File: config.mk
export PLATFORM = sky130hd
export DESIGN_NAME = sm_regdump_uart_flat
export DESIGN_NICKNAME = d
export VERILOG_FILES = /design/src/rtl/sm_regdump_uart_pkg.sv /design/src/rtl/sm_regdump_uart_if.sv /design/src/rtl/sm_uart_tx.sv /design/src/rtl/sm_regdump_uart.sv /design/src/flat_wrapper.sv
export SDC_FILE = /design/constraint.sdc
export NUM_CORES = 1
export LEC_CHECK = 0
export BUFFER_PORTS_ARGS = -buffer_cell sky130_fd_sc_hd__buf_2
export CAP_MARGIN = 15
export CORE_MARGIN = 8
export CORE_UTILIZATION = 45
export DETAILED_ROUTE_END_ITERATION = 6
export GPL_TIMING_DRIVEN = 0
export PLACE_DENSITY_LB_ADDON = 0.25
export SYNTH_ARGS = -nofsm -noshare
export SYNTH_HDL_FRONTEND = slang
export SYNTH_SLANG_ARGS = --single-unit
File: constraint.sdc
create_clock -name clk -period 2.9 [get_ports clk]
set_clock_uncertainty 0.05 [all_clocks]
set_input_delay 0.145 -clock clk [delete_from_list [all_inputs] [get_ports clk]]
set_output_delay 0.145 -clock clk [all_outputs]
set_load 0.02 [all_outputs]
File: src/rtl/sm_regdump_uart_pkg.sv
// Shared types and constants for the register-dump UART.
// Optional build macro: SM_REGDUMP_PREFIX_EN adds an "AA=" address prefix to every line.
package sm_regdump_uart_pkg;

    typedef enum logic [2:0] {
        ST_IDLE  = 3'd0,
        ST_ADDR  = 3'd1,
        ST_LOAD  = 3'd2,
        ST_SEND  = 3'd3,
        ST_DRAIN = 3'd4,
        ST_DONE  = 3'd5
    } state_t;

    localparam logic [7:0] ASCII_CR = 8'h0D;
    localparam logic [7:0] ASCII_LF = 8'h0A;
    localparam logic [7:0] ASCII_EQ = 8'h3D;
    localparam logic [7:0] ASCII_0  = 8'h30;
    localparam logic [7:0] ASCII_A  = 8'h41;

`ifdef SM_REGDUMP_PREFIX_EN
    localparam int PREFIX_CHARS = 3;
`else
    localparam int PREFIX_CHARS = 0;
`endif

    // prefix + 8 hex digits + CR + LF
    localparam int LINE_CHARS = PREFIX_CHARS + 10;

    function automatic logic [7:0] hex_ascii(input logic [3:0] n);
        if (n < 4'd10) begin
            return ASCII_0 + {4'd0, n};
        end
        return ASCII_A + {4'd0, n - 4'd10};
    endfunction

endpackage

File: src/rtl/sm_regdump_uart_if.sv
// Debug-port / control bundle between the dump engine (master) and the rest of the top level.
// Handshake: start is a one-cycle request honoured only while busy==0; done pulses once when the line goes idle.
interface sm_regdump_uart_if;
    import sm_regdump_uart_pkg::*;

    logic        start;
    logic [4:0]  regAddr;
    logic [31:0] regData;
    logic        busy;
    logic        done;
    logic        tx;
    state_t      dbg_state;

    modport master (
        input  start,
        input  regData,
        output regAddr,
        output busy,
        output done,
        output tx,
        output dbg_state
    );

    modport slave (
        output start,
        output regData,
        input  regAddr,
        input  busy,
        input  done,
        input  tx,
        input  dbg_state
    );

endinterface

File: src/rtl/sm_uart_tx.sv
// 8N1 byte transmitter. A byte is taken on valid&ready; ready also rises on the last
// stop-bit clock so a waiting byte starts the next frame with no idle gap.
module sm_uart_tx #(
    parameter int CLK_DIV = 434
) (
    input  logic       clk,
    input  logic       rst,
    input  logic [7:0] data,
    input  logic       valid,
    output logic       ready,
    output logic       tx
);

    localparam int BW = $clog2(CLK_DIV);
    localparam logic [BW-1:0] BAUD_LAST = BW'(CLK_DIV - 1);
    localparam logic [3:0]    BIT_STOP  = 4'd9;

    logic          r_active;
    logic          r_tx;
    logic [BW-1:0] r_baud;
    logic [3:0]    r_bit;
    logic [9:0]    r_shift;
    logic          w_bit_end;
    logic          w_take;

    assign w_bit_end = r_baud == BAUD_LAST;
    assign ready     = !r_active || (w_bit_end && r_bit == BIT_STOP);
    assign w_take    = valid && ready;
    assign tx        = r_tx;

    // r_shift[0] is the bit currently on the line; r_shift[1] is the next one.
    always_ff @(posedge clk) begin
        if (rst) begin
            r_active <= 1'b0;
            r_tx     <= 1'b1;
            r_baud   <= '0;
            r_bit    <= '0;
            r_shift  <= '1;
        end else if (w_take) begin
            r_active <= 1'b1;
            r_tx     <= 1'b0;
            r_baud   <= '0;
            r_bit    <= '0;
            r_shift  <= {1'b1, data, 1'b0};
        end else if (r_active) begin
            if (w_bit_end) begin
                r_baud <= '0;
                if (r_bit == BIT_STOP) begin
                    r_active <= 1'b0;
                    r_tx     <= 1'b1;
                    r_bit    <= '0;
                end else begin
                    r_bit   <= r_bit + 4'd1;
                    r_tx    <= r_shift[1];
                    r_shift <= {1'b1, r_shift[9:1]};
                end
            end else begin
                r_baud <= r_baud + BW'(1);
            end
        end
    end

endmodule

File: src/rtl/sm_regdump_uart.sv
// Walks the register-file debug port and sends each word as an ASCII hex line over UART.
// Build macro SM_REGDUMP_PREFIX_EN: prefix each line with the 2-digit address and '='.
module sm_regdump_uart
    import sm_regdump_uart_pkg::*;
#(
    parameter int CLK_DIV   = 434,
    parameter int REG_COUNT = 32
) (
    input  logic              clk,
    input  logic              rst,
    sm_regdump_uart_if.master bus
);

    localparam logic [4:0] LAST_ADDR   = 5'(REG_COUNT - 1);
    localparam logic [3:0] LAST_IDX    = 4'(LINE_CHARS - 1);
    localparam logic [3:0] CR_IDX      = 4'(LINE_CHARS - 2);
    localparam logic [3:0] FIRST_DIGIT = 4'(PREFIX_CHARS);

    state_t      r_state;
    state_t      w_state_nx;
    logic [4:0]  r_addr;
    logic [31:0] r_shadow;
    logic [3:0]  r_idx;

    logic        w_load;
    logic        w_tx_valid;
    logic        w_tx_ready;
    logic        w_tx;
    logic        w_take;
    logic        w_last_char;
    logic        w_last_addr;
    logic [2:0]  w_digit;
    logic [3:0]  w_nib;
    logic [7:0]  w_char;

    assign w_last_char = r_idx == LAST_IDX;
    assign w_last_addr = r_addr == LAST_ADDR;
    assign w_take      = w_tx_valid && w_tx_ready;

    // Digit 0 is the most significant nibble of the shadow word.
    assign w_digit = 3'(r_idx - FIRST_DIGIT);
    assign w_nib   = r_shadow[{3'd7 - w_digit, 2'b00} +: 4];

    always_comb begin
        w_char = hex_ascii(w_nib);
        if (r_idx == CR_IDX) begin
            w_char = ASCII_CR;
        end else if (r_idx == LAST_IDX) begin
            w_char = ASCII_LF;
        end
`ifdef SM_REGDUMP_PREFIX_EN
        else if (r_idx == 4'd0) begin
            w_char = hex_ascii({3'b000, r_addr[4]});
        end else if (r_idx == 4'd1) begin
            w_char = hex_ascii(r_addr[3:0]);
        end else if (r_idx == 4'd2) begin
            w_char = ASCII_EQ;
        end
`endif
    end

    always_comb begin
        w_state_nx = r_state;
        w_load     = 1'b0;
        w_tx_valid = 1'b0;
        unique case (r_state)
            ST_IDLE: begin
                if (bus.start) begin
                    w_state_nx = ST_ADDR;
                end
            end
            ST_ADDR: begin
                w_state_nx = ST_LOAD;
            end
            ST_LOAD: begin
                w_load     = 1'b1;
                w_state_nx = ST_SEND;
            end
            ST_SEND: begin
                w_tx_valid = 1'b1;
                if (w_tx_ready && w_last_char) begin
                    w_state_nx = w_last_addr ? ST_DRAIN : ST_ADDR;
                end
            end
            // The last LF is still on the wire; done waits for its stop bit.
            ST_DRAIN: begin
                if (w_tx_ready) begin
                    w_state_nx = ST_DONE;
                end
            end
            ST_DONE: begin
                w_state_nx = ST_IDLE;
            end
            default: begin
                w_state_nx = ST_IDLE;
            end
        endcase
    end

    always_ff @(posedge clk) begin
        if (rst) begin
            r_state  <= ST_IDLE;
            r_addr   <= '0;
            r_shadow <= '0;
            r_idx    <= '0;
        end else begin
            r_state <= w_state_nx;
            if (w_load) begin
                r_shadow <= bus.regData;
                r_idx    <= '0;
            end
            if (w_take) begin
                if (w_last_char) begin
                    r_idx <= '0;
                    if (!w_last_addr) begin
                        r_addr <= r_addr + 5'd1;
                    end
                end else begin
                    r_idx <= r_idx + 4'd1;
                end
            end
            if (r_state == ST_DONE) begin
                r_addr <= '0;
            end
        end
    end

    sm_uart_tx #(
        .CLK_DIV(CLK_DIV)
    ) u_tx (
        .clk  (clk),
        .rst  (rst),
        .data (w_char),
        .valid(w_tx_valid),
        .ready(w_tx_ready),
        .tx   (w_tx)
    );

    assign bus.regAddr   = r_addr;
    assign bus.busy      = r_state != ST_IDLE;
    assign bus.done      = r_state == ST_DONE;
    assign bus.tx        = w_tx;
    assign bus.dbg_state = r_state;

endmodule
File: src/flat_wrapper.sv
// flat-port wrapper written by rule: the top's interface ports become plain ports
module sm_regdump_uart_flat import sm_regdump_uart_pkg::*;
#(
    parameter int CLK_DIV   = 434,
    parameter int REG_COUNT = 32
)
  (clk, rst, bus_start, bus_regData, bus_regAddr, bus_busy, bus_done, bus_tx, bus_dbg_state);
  sm_regdump_uart_if bus_i ();
  input  logic clk;
  input  logic rst;
  input wire logic [$bits(bus_i.start)-1:0] bus_start;
  input wire logic [$bits(bus_i.regData)-1:0] bus_regData;
  output wire logic [$bits(bus_i.regAddr)-1:0] bus_regAddr;
  output wire logic [$bits(bus_i.busy)-1:0] bus_busy;
  output wire logic [$bits(bus_i.done)-1:0] bus_done;
  output wire logic [$bits(bus_i.tx)-1:0] bus_tx;
  output wire logic [$bits(bus_i.dbg_state)-1:0] bus_dbg_state;
  assign bus_i.start = bus_start;
  assign bus_i.regData = bus_regData;
  assign bus_regAddr = bus_i.regAddr;
  assign bus_busy = bus_i.busy;
  assign bus_done = bus_i.done;
  assign bus_tx = bus_i.tx;
  assign bus_dbg_state = bus_i.dbg_state;
  sm_regdump_uart #(.CLK_DIV(CLK_DIV), .REG_COUNT(REG_COUNT)) u_core (.clk(clk), .rst(rst), .bus(bus_i));
endmodule
==> results of run 1 <==
## timing repair
action | 4_1_cts | 5_1_grt
endpoints found under the hold margin | 27 | 1
hold buffers | 27 | 1
buffers inserted | 0 | 0
## flip-flops by register name, indices dropped and copies added (netlist names)
signal / flops
u_core.r_shadow: 32
u_core.u_tx.r_bit: 4
u_core.u_tx.r_shift: 8
u_core.u_tx.tx: 1
u_core.r_idx: 4
u_core.u_tx.r_baud: 9
u_core.bus.dbg_state: 3
u_core.bus.regAddr: 5
u_core.u_tx.r_active: 1
## cells in the mapped netlist, drive strengths merged (2+ instances only)
cell type / number / area [um^2]
nand2: 74 / 280
dfxtp: 67 / 1340
a21oi: 46 / 234
nor2: 26 / 97.6
clkbuf: 16 / 60.1
nand3: 16 / 90.1
o21ai: 12 / 63.8
inv: 11 / 41.3
ha: 9 / 113
nor3: 9 / 45.0
mux4: 8 / 188
xnor2: 7 / 61.3
xor2: 7 / 61.3
nand4: 6 / 37.5
a211oi: 4 / 30.0
a31oi: 4 / 25.0
buf: 4 / 26.3
or3: 4 / 25.0
and3: 3 / 18.8
mux2i: 3 / 67.6
o211ai: 3 / 22.5
a21o: 2 / 15.0
a31o: 2 / 17.5
and4bb: 2 / 25.0
nand2b: 2 / 12.5
nand3b: 2 / 15.0
nor2b: 2 / 12.5
nor3b: 2 / 20.0
o2111ai: 2 / 17.5
or2: 2 / 12.5
## cell usage in the layout, fill, tap and decap left out, types with 4 or more instances in the layout
cell type	Yosys	layout
a21oi_1	45	45
o21ai_0	9	9
nand2_1	73	73
nor2_1	26	26
buf_2	3	47
clkbuf_1	16	18
a31oi_1	4	4
inv_1	11	11
or3_1	4	4
xor2_1	7	7
xnor2_1	7	7
a211oi_1	4	4
dlygate4sd3_1	0	28
dfxtp_1	67	67
nor3_1	9	9
ha_1	9	9
nand4_1	6	6
mux4_2	6	6
clkbuf_8	0	10
nand3_1	14	14
## power by group through the flow
| stage | logic (mW) | registers [mW] | clock network (mW) |
|---|---|---|---|
| after floorplan | 0.166 | 1.00 | 0 |
| after global placement | 0.240 | 1.01 | 0 |
| after detailed placement | 0.245 | 1.01 | 0 |
| after CTS | 0.273 | 0.987 | 0.673 |
| after global routing | 0.306 | 0.991 | 0.721 |
| final | 0.274 | 0.987 | 0.659 |
## layer usage
layer  share of wire, %  GRT usage (%)  wire length [um]
met5                  0              0                 0
met4                1.0           4.19                80
met3                5.2           6.15               416
met2                 48           28.4              3850
met1                 45           20.4              3620
## logic make-up after synthesis
kind of cell	share of synthesized area, %
AND/OR/NAND/NOR	22.3
AO/OA/AOI/OAI	16.4
flip-flops	41.7
buffers and inverters	3.97
XOR/XNOR	3.81
multiplexers	8.29
adder cells (fa/ha/maj)	3.50
## final timing paths
kind                            from                      to  slack [ns]  cells past startpoint
setup reg to reg     u_core.r_idx[0]  u_core.u_tx.r_shift[3]        0.43                      8
setup / recovery     u_core.r_idx[0]  u_core.u_tx.r_shift[3]        0.43                      8
hold / removal       bus_regData[18]     u_core.r_shadow[18]        0.02                      3
hold reg to reg   u_core.r_shadow[4]      u_core.r_shadow[4]        0.41                      2
## final cells by class
type	count	area, um^2	area share (%)
multi-input cells	275	1750	43.6
flip-flops and latches	67	1340	33.5
repair buffers	72	500	12.5
clock buffers	12	145	3.63
well taps	99	124	3.10
plain buffers	20	86.3	2.16
inverters	11	41.3	1.03
clock inverters	3	15.0	0.375
## worst min-delay path, delay by kind of cell
kind,cells,cell delay (ns)
simple gates,1,0.05
compound gates,1,0.06
buf+inv,1,0.10
## through the flow
step | setup slack, ns | std cells | cell area [um^2] | utilization (%)
floorplan | 0.719 | 373 | 3210 | -
global placement | 0.496 | 516 | 3560 | 50.1
detailed placement | 0.452 | 516 | 3560 | 50.1
CTS | 0.443 | 558 | 3990 | 56.2
global route | 0.230 | 559 | 4000 | 56.3
finish | 0.430 | 559 | 4000 | 56.3
==> impl_metrics.ini, run 1 <==
[setup_path]
path_buf_inv = 1
max_stage_delay_ns = 0.54
path_max_fanout = 10
slowest_stage = mux4_2
cp-start-kind = register
crit_arrival_ns = 2.65
cp-end-kind = register
worstPathCellList = buf_6, mux4_2, mux2i_4, ha_1, xnor2_1, o21a_1, a21oi_1, o21ai_1
cp.required_ns = 3.08
crit_family = multiplexers
criticalPathCategory = register to register

[global_routing]
track_usage_pct = 17.1
grt_overflow_total = 0
grt_pass1_vias = 2900
antenna_found_initial = 0
grt_max_degree = 11
grt_pass1_wl_mm = 13.7

[final_layout]
nets = 500
drive_gt1_share_pct = 17.4
n_fill_cell = 683
num_antenna_cells = 0
areaGrowthSynthToFinish_pct = 24.4

[sta]
max_freq_ghz = 0.405
worst_slew_pin_slew_ns = 0.598
hold_ws_ns = 0.0203
setup_viol_count_final = 0
finalHoldViolations = 0
min_period_ns = 2.47
rsz0062_at_grt = false
slew_headroom_pct = 59.8
slew_violations = 0
period_share_pct = 85.2
finalSetupTns_ns = 0

[synthesis]
synth-edff-count = 0
yosys.cell_types.count = 55
avgSynthCellArea_um2 = 8.62
synth_nets = 417
syn-cell-area_um2 = 3210
synth-seq-cells = 67
async_reset_ff_share_pct = 0
yosys_warnings = 0
yosys_most_used_dff = dfxtp_1
syn-instance-count = 373
yosysSeqAreaShare_pct = 41.7

[drt]
drt_iter0_markers = 160
viasPerCell = 5.23
drc = 0
drt-total-wl_mm = 7.97
firstDrtPassIters = 4
wire_per_inst_um = 14.3
antenna_left = 0
vias = 2923

[placement]
hpwl_mm = 5.70
port_buffers = 44
gp_congestion = 0.812

[power_and_ir_drop]
seqPwrFrac_pct = 51.4
swShare_pct = 26.8
p_clk_share_pct = 34.3
design_power_total_mw = 1.92
ir_drop_v = 0.000412
pwr-share-comb_pct = 14.3
leakagePower_nw = 1.53
p_int_mw = 1.41
p_per_area_nw_per_um2 = 480
p_sw_mw = 0.514

[outcome]
status = finished clean

[floorplanning]
die_h_um = 101
die_w_um = 101
dieArea_um2 = 10100
core_um2 = 7100
rows = 31
pin_count = 46
initial_core_util_pct = 45.3

[clocking]
clock_sinks = 67
post_cts_resized = 0
clk_pin_slew_ns = 0.07
cts_made_buffers = 9
clk_latency_ns = 0.34
cts_tree = built
root_buffer = clkbuf_8
htree_levels = 3
clock_path_buffers = 2

[run]
maxCapViolations = 0

[worst_hold_path]
hp-class = input pin to register
Power figures use the tool's default switching activity.
==> run 2: changes to the inputs <==
==> constraint.sdc (replaced) <==
create_clock -name clk -period 2.1 [get_ports clk]
set_clock_uncertainty 0.05 [all_clocks]
set_input_delay 0.105 -clock clk [delete_from_list [all_inputs] [get_ports clk]]
set_output_delay 0.105 -clock clk [all_outputs]
set_load 0.02 [all_outputs]
==> run 2 against run 1 <==
Net effect: the run now ends with negative setup slack left; wire length increased by 7.6%; total power increased by 48%; clock power increased by 61%; register-to-register slack got worse by 0.56 ns; die area unchanged; combinational power increased by 55%; utilization increased by 4.5 points; hold slack improved by 0.25 ns; design area increased by 8.0%; largest power group unchanged; first-iteration DRC count decreased by 44%; setup slack got worse by 0.56 ns.
==> impl_metrics.ini, run 2 (synthesis results as in run 1) <==
[sta]
setup_viol_count_final = 4
layout_setup_ws_ns = -0.135
finalSetupTns_ns = -0.262
hold_ws_ns = 0.268
worst_slew_pin_slew_ns = 0.587
max_freq_ghz = 0.447
min_period_ns = 2.23
slew_headroom_pct = 60.9
rsz0062_at_grt = true
slew_violations = 0
finalHoldViolations = 0
period_share_pct = 106

[worst_hold_path]
hold-path-cell-count = 6
hp-class = input pin to register
hold_start = bus_start
hold_end = u_core.bus.dbg_state[0]

[drt]
antenna_left = 0
vias = 3051
drt_iter0_markers = 90
drc = 0
firstDrtPassIters = 4
viasPerCell = 5.27
wire_per_inst_um = 14.8
drt-total-wl_mm = 8.58

[final_layout]
stdcell_area_um2 = 4320
stdcell_count = 579
mostFrequentLayoutCell = nand2_1
nets = 519
drive_gt1_share_pct = 24.2
reg_top3 = u_core.r_shadow: 32 flops, u_core.u_tx.r_baud: 9 flops, u_core.u_tx.r_shift: 8 flops
num_antenna_cells = 0
largest_register = u_core.r_shadow
fin_util_pct = 60.8
final_cell_mix = nand2_1 (73), dfxtp_1 (64), a21oi_1 (44), buf_2 (44), dlygate4sd3_1 (32)
areaGrowthSynthToFinish_pct = 34.4
largest_reg_flops = 32

[clocking]
clock_sinks = 67
htree_levels = 3
clk_pin_slew_ns = 0.07
clk_latency_ns = 0.34
root_buffer = clkbuf_8
cts_made_buffers = 9
clock_path_buffers = 2
cts_tree = built

[power_and_ir_drop]
p_clk_share_pct = 37.2
seqPwrFrac_pct = 47.9
leakagePower_nw = 1.66
p_int_mw = 2.10
ir_drop_v = 0.000508
pwr-share-comb_pct = 14.9
swShare_pct = 26.4
p_per_area_nw_per_um2 = 659
design_power_total_mw = 2.85
p_sw_mw = 0.751

[placement]
hpwl_mm = 5.59
port_buffers = 44
placed_area_um2 = 3570
dpl_worst_slack_ns = -0.285
gp_congestion = 0.851
place_inst = 516

[floorplanning]
initial_core_util_pct = 45.3
rows = 31
die_w_um = 101
dieArea_um2 = 10100
pin_count = 46
die_h_um = 101
core_um2 = 7100

[run]
maxCapViolations = 0

[outcome]
status = finished, violations left
violations = negative setup slack

[setup_path]
crit_arrival_ns = 2.41
criticalPathCategory = register to register
cp-start-kind = register
r2r_slack_ns = -0.13
path_max_fanout = 6
cp-end-kind = register
r2r-start = u_core.r_idx[0]
cp.required_ns = 2.27
reg2reg_to = u_core.u_tx.r_shift[3]
r2r_cells = 8

[global_routing]
track_usage_pct = 17.4
grt_pass1_vias = 2884
grt_overflow_total = 0
grt_max_degree = 12
grt_pass1_wl_mm = 14.0
antenna_found_initial = 0
[run 2: cell types whose count changed in the layout (fill, tap and decap cells not counted), moves of 3 or more]
cell	previous run	this run
dlygate4sd3_1	28	32
buf_4	0	17
clkbuf_2	0	3
dfxtp_1	67	64
clkbuf_1	18	13
buf_2	47	44
[run 2: per-layer routing]
| layer | up-vias | track usage [%] | share of wire, % |
|---|---|---|---|
| li1 | 1526 | - | - |
| met5 | - | 0 | 0 |
| met2 | 81 | 28.4 | 48 |
| met3 | 15 | 4.56 | 5.3 |
| met4 | 0 | 6.86 | 1.9 |
| met1 | 1429 | 21.2 | 44 |
[run 2: repair_timing]
item	4_1_cts	5_1_grt
gates cloned	0	0
buffers inserted	10	6
gates resized for setup	12	21
hold endpoints to repair	32	0
hold buffers	32	0
pin swaps	1	1
setup endpoints to repair	9	47
[run 2: power by group through the flow]
stage                     combinational, mW  clock, mW  sequential (mW)
final                                 0.424       1.06             1.36
after global routing                  0.465       1.14             1.37
after CTS                             0.403       1.08             1.36
after detailed placement              0.338          0             1.39
after global placement                0.335          0             1.39
after floorplan                       0.232          0             1.39
[run 2: worst max-delay path by stage]
stage	startpoint	slack, ns	cells after the start	to
after floorplan	u_core.r_idx[0]	-0.009	8	u_core.u_tx.r_shift[3]
after global placement	u_core.r_idx[1]	-0.30	7	u_core.bus.regAddr[3]
after detailed placement	u_core.r_idx[1]	-0.29	7	u_core.bus.regAddr[3]
after CTS	u_core.r_idx[0]	-0.07	8	u_core.u_tx.r_shift[3]
after global routing	u_core.r_idx[0]	-0.21	8	u_core.u_tx.r_shift[3]
final	u_core.r_idx[0]	-0.13	8	u_core.u_tx.r_shift[3]
[run 2: final cells by class]
class | instances | area [um^2]
multi-input combinational | 275 | 1840
clock inverter | 5 | 52.6
buffer | 19 | 101
fill | 629 | 2780
tap | 99 | 124
sequential | 67 | 1350
inverter | 11 | 45.0
clock buffer | 11 | 141
timing repair buffer | 92 | 661
[run 2: critical path, stage by stage (launching register included)]
cell	delay [ns]
dfxtp_4	0.37
buf_8	0.13
mux4_2	0.54
mux2i_4	0.25
ha_4	0.25
xnor2_1	0.12
o21a_1	0.19
a21oi_2	0.15
o21ai_1	0.08
==> run 3: changes to the inputs <==
--- a/config.mk
+++ b/config.mk
@@ -14,4 +14,5 @@
 export PLACE_DENSITY_LB_ADDON = 0.25
 export SYNTH_ARGS = -nofsm -noshare
 export SYNTH_HDL_FRONTEND = slang
+export SYNTH_HIERARCHICAL = 1
 export SYNTH_SLANG_ARGS = --single-unit
==> run 3 against run 2 <==
Net effect: the flow still finishes with violations (negative setup slack); critical endpoint is now u_core/u_tx/r_shift[3]; clock-buffer cell count is 2 lower; largest power group unchanged; design area is 3.8% higher; via count is 3.6% higher; combinational power is 37% higher; utilization is 1.3 points higher; global-route usage is 0.61 points higher.
==> impl_metrics.ini, run 3 <==
[drt]
wire_per_inst_um = 15.0
firstDrtPassIters = 4
vias = 3162
viasPerCell = 5.31
drt_iter0_markers = 163
drc = 0
drt-total-wl_mm = 8.90
antenna_left = 0

[clocking]
cts_made_buffers = 9
clk_pin_slew_ns = 0.07
clock_sinks = 67
cts_tree = built
htree_levels = 3
root_buffer = clkbuf_8
clock_path_buffers = 2
clk_latency_ns = 0.35

[synthesis]
syn-cell-area_um2 = 3340
synth_area_leader_cell = dfxtp_1
yosys_warnings = 6
async_reset_ff_share_pct = 0
syn-instance-count = 387
yosys.cell_types.count = 57
synth-edff-count = 0
yosysSeqAreaShare_pct = 40.1
synth-seq-cells = 67
avgSynthCellArea_um2 = 8.63
synth_area_leaders = dfxtp_1 (40%), nand2_1 (8.7%), a21oi_1 (8.5%)
synth_common_cells = nand2_1 (77), dfxtp_1 (67), a21oi_1 (57)
netlist.area_leader.share_pct = 40.1
yosysMostFrequentCell = nand2_1
yosys_most_used_dff = dfxtp_1

[final_layout]
num_antenna_cells = 0
regArea_um2 = 1350
stdcell_area_um2 = 4480
mostFrequentLayoutCell = nand2_1
drive_gt1_share_pct = 24.4
nets = 535
final_cell_mix = nand2_1 (77), dfxtp_1 (62), a21oi_1 (55), buf_2 (46), nor2_1 (34)
areaGrowthSynthToFinish_pct = 34.2
largest_register = u_core/r_shadow
stdcell_count = 595
reg_top3 = u_core/r_shadow: 32 flops, u_core/u_tx/r_baud: 9 flops, u_core/u_tx/r_shift: 8 flops
n_fill_cell = 615
largest_reg_flops = 32
multiInputGateArea_um2 = 1980

[global_routing]
grt_pass1_wl_mm = 14.8
grt_use_met2_pct = 31.3
grt_pass1_vias = 3162
grtUsageMet3_pct = 3.13
grt_overflow_total = 0
antenna_found_initial = 0
use_met1_pct = 21.1
track_usage_pct = 18.0
top_usage_layer = met2
grt_max_degree = 13

[setup_path]
reg2reg_to = u_core/u_tx/r_shift[3]
max_stage_delay_ns = 0.51
cp.required_ns = 2.28
criticalPathCategory = register to register
cp-start-kind = register
path_buf_inv = 1
crit_arrival_ns = 2.39
r2r_cells = 9
r2r-start = u_core/r_idx[2]
r2r_slack_ns = -0.12
slowest_stage = mux4_2
worstPathCellList = buf_8, mux4_2, mux2i_4, ha_4, xnor2_2, o211ai_1, nand2_1, a21oi_2, o31ai_1
crit_family = multiplexers
path_max_fanout = 4
cp-end-kind = register

[power_and_ir_drop]
leakagePower_nw = 1.76
design_power_total_mw = 3.28
p_per_area_nw_per_um2 = 732
ir_drop_v = 0.000386

[floorplanning]
die_w_um = 102
core_um2 = 7210
dieArea_um2 = 10400
initial_core_util_pct = 46.3
die_h_um = 102
rows = 31
pin_count = 46

[placement]
place_inst = 532
port_buffers = 45
placed_area_um2 = 3720
gp_congestion = 0.805
hpwl_mm = 5.74

[worst_hold_path]
hold_start = bus_start
hold_end = u_core/bus.dbg_state[1]
hp-class = input pin to register
hold-path-cell-count = 4

[sta]
slew_headroom_pct = 62.2
layout_setup_ws_ns = -0.115
hold_ws_ns = 0.184
setup_viol_count_final = 4
max_freq_ghz = 0.451
finalSetupTns_ns = -0.321
finalHoldViolations = 0
rsz0062_at_grt = true
period_share_pct = 105
worst_slew_pin_slew_ns = 0.567
slew_violations = 0
min_period_ns = 2.22

[run]
maxCapViolations = 0

[outcome]
violations = negative setup slack
status = finished, violations left
## run 3: worst reg2reg max path, cell delays in order (launching register included)
cell	delay [ns]
dfxtp_4	0.40
buf_8	0.12
mux4_2	0.51
mux2i_4	0.19
ha_4	0.24
xnor2_2	0.13
o211ai_1	0.17
nand2_1	0.10
a21oi_2	0.11
o31ai_1	0.08
## run 3: worst max-delay path by stage
stage	slack [ns]	to	cells after the start	start
after floorplan	-0.04	u_core/u_tx/r_shift[3]	9	u_core/r_idx[2]
after global placement	-0.27	u_core/bus.regAddr[3]	8	u_core/u_tx/r_baud[0]
after detailed placement	-0.31	u_core/u_tx/r_shift[3]	9	u_core/r_idx[0]
after CTS	-0.08	u_core/u_tx/r_shift[3]	9	u_core/r_idx[2]
after global routing	-0.22	u_core/u_tx/r_shift[3]	9	u_core/r_idx[2]
final	-0.12	u_core/u_tx/r_shift[3]	9	u_core/r_idx[2]
## run 3: where the power goes
group | switching [mW] | internal [mW]
Sequential | 0.0491 | 1.35
Combinational | 0.325 | 0.256
Clock | 0.518 | 0.786
## run 3: area by class of cell
| type | instances | area share, % |
|---|---|---|
| Multi-Input combinational cell | 294 | 44.1 |
| Sequential cell | 67 | 30.2 |
| Timing Repair Buffer | 93 | 14.9 |
| Clock buffer | 9 | 2.76 |
| Tap cell | 99 | 2.76 |
| Clock inverter | 7 | 2.60 |
| Buffer | 17 | 1.98 |
| Inverter | 9 | 0.754 |
## run 3: timing repair
action                                  4_1_cts  5_1_grt
pin swaps                                     7        6
gates resized for setup                      17       19
endpoints found under the hold margin        34        0
setup buffers                                12        3
hold buffers                                 33        0
endpoints found under the setup margin       12       55
## run 3: logic make-up after synthesis
family	synth area share (%)
compound gates	15.9
xor+xnor	3.93
fa+ha+maj	3.37
buf+inv	3.33
flops	40.1
mux	9.55
other cells	0.112
simple gates	23.6
## run 3: metal layers
layer,vias to the layer above,wire length (um)
met5,-,0
met4,0,103
met3,8,327
met2,65,4520
met1,1532,3950
li1,1557,-
## run 3: per-stage QoR
step           setup slack, ns  util [%]
2_1_floorplan          -0.0406         -
3_3_place_gp            -0.266      51.5
3_5_place_dp            -0.311      51.5
4_1_cts                -0.0800      61.2
5_1_grt                 -0.221      62.1
6_report                -0.115      62.1
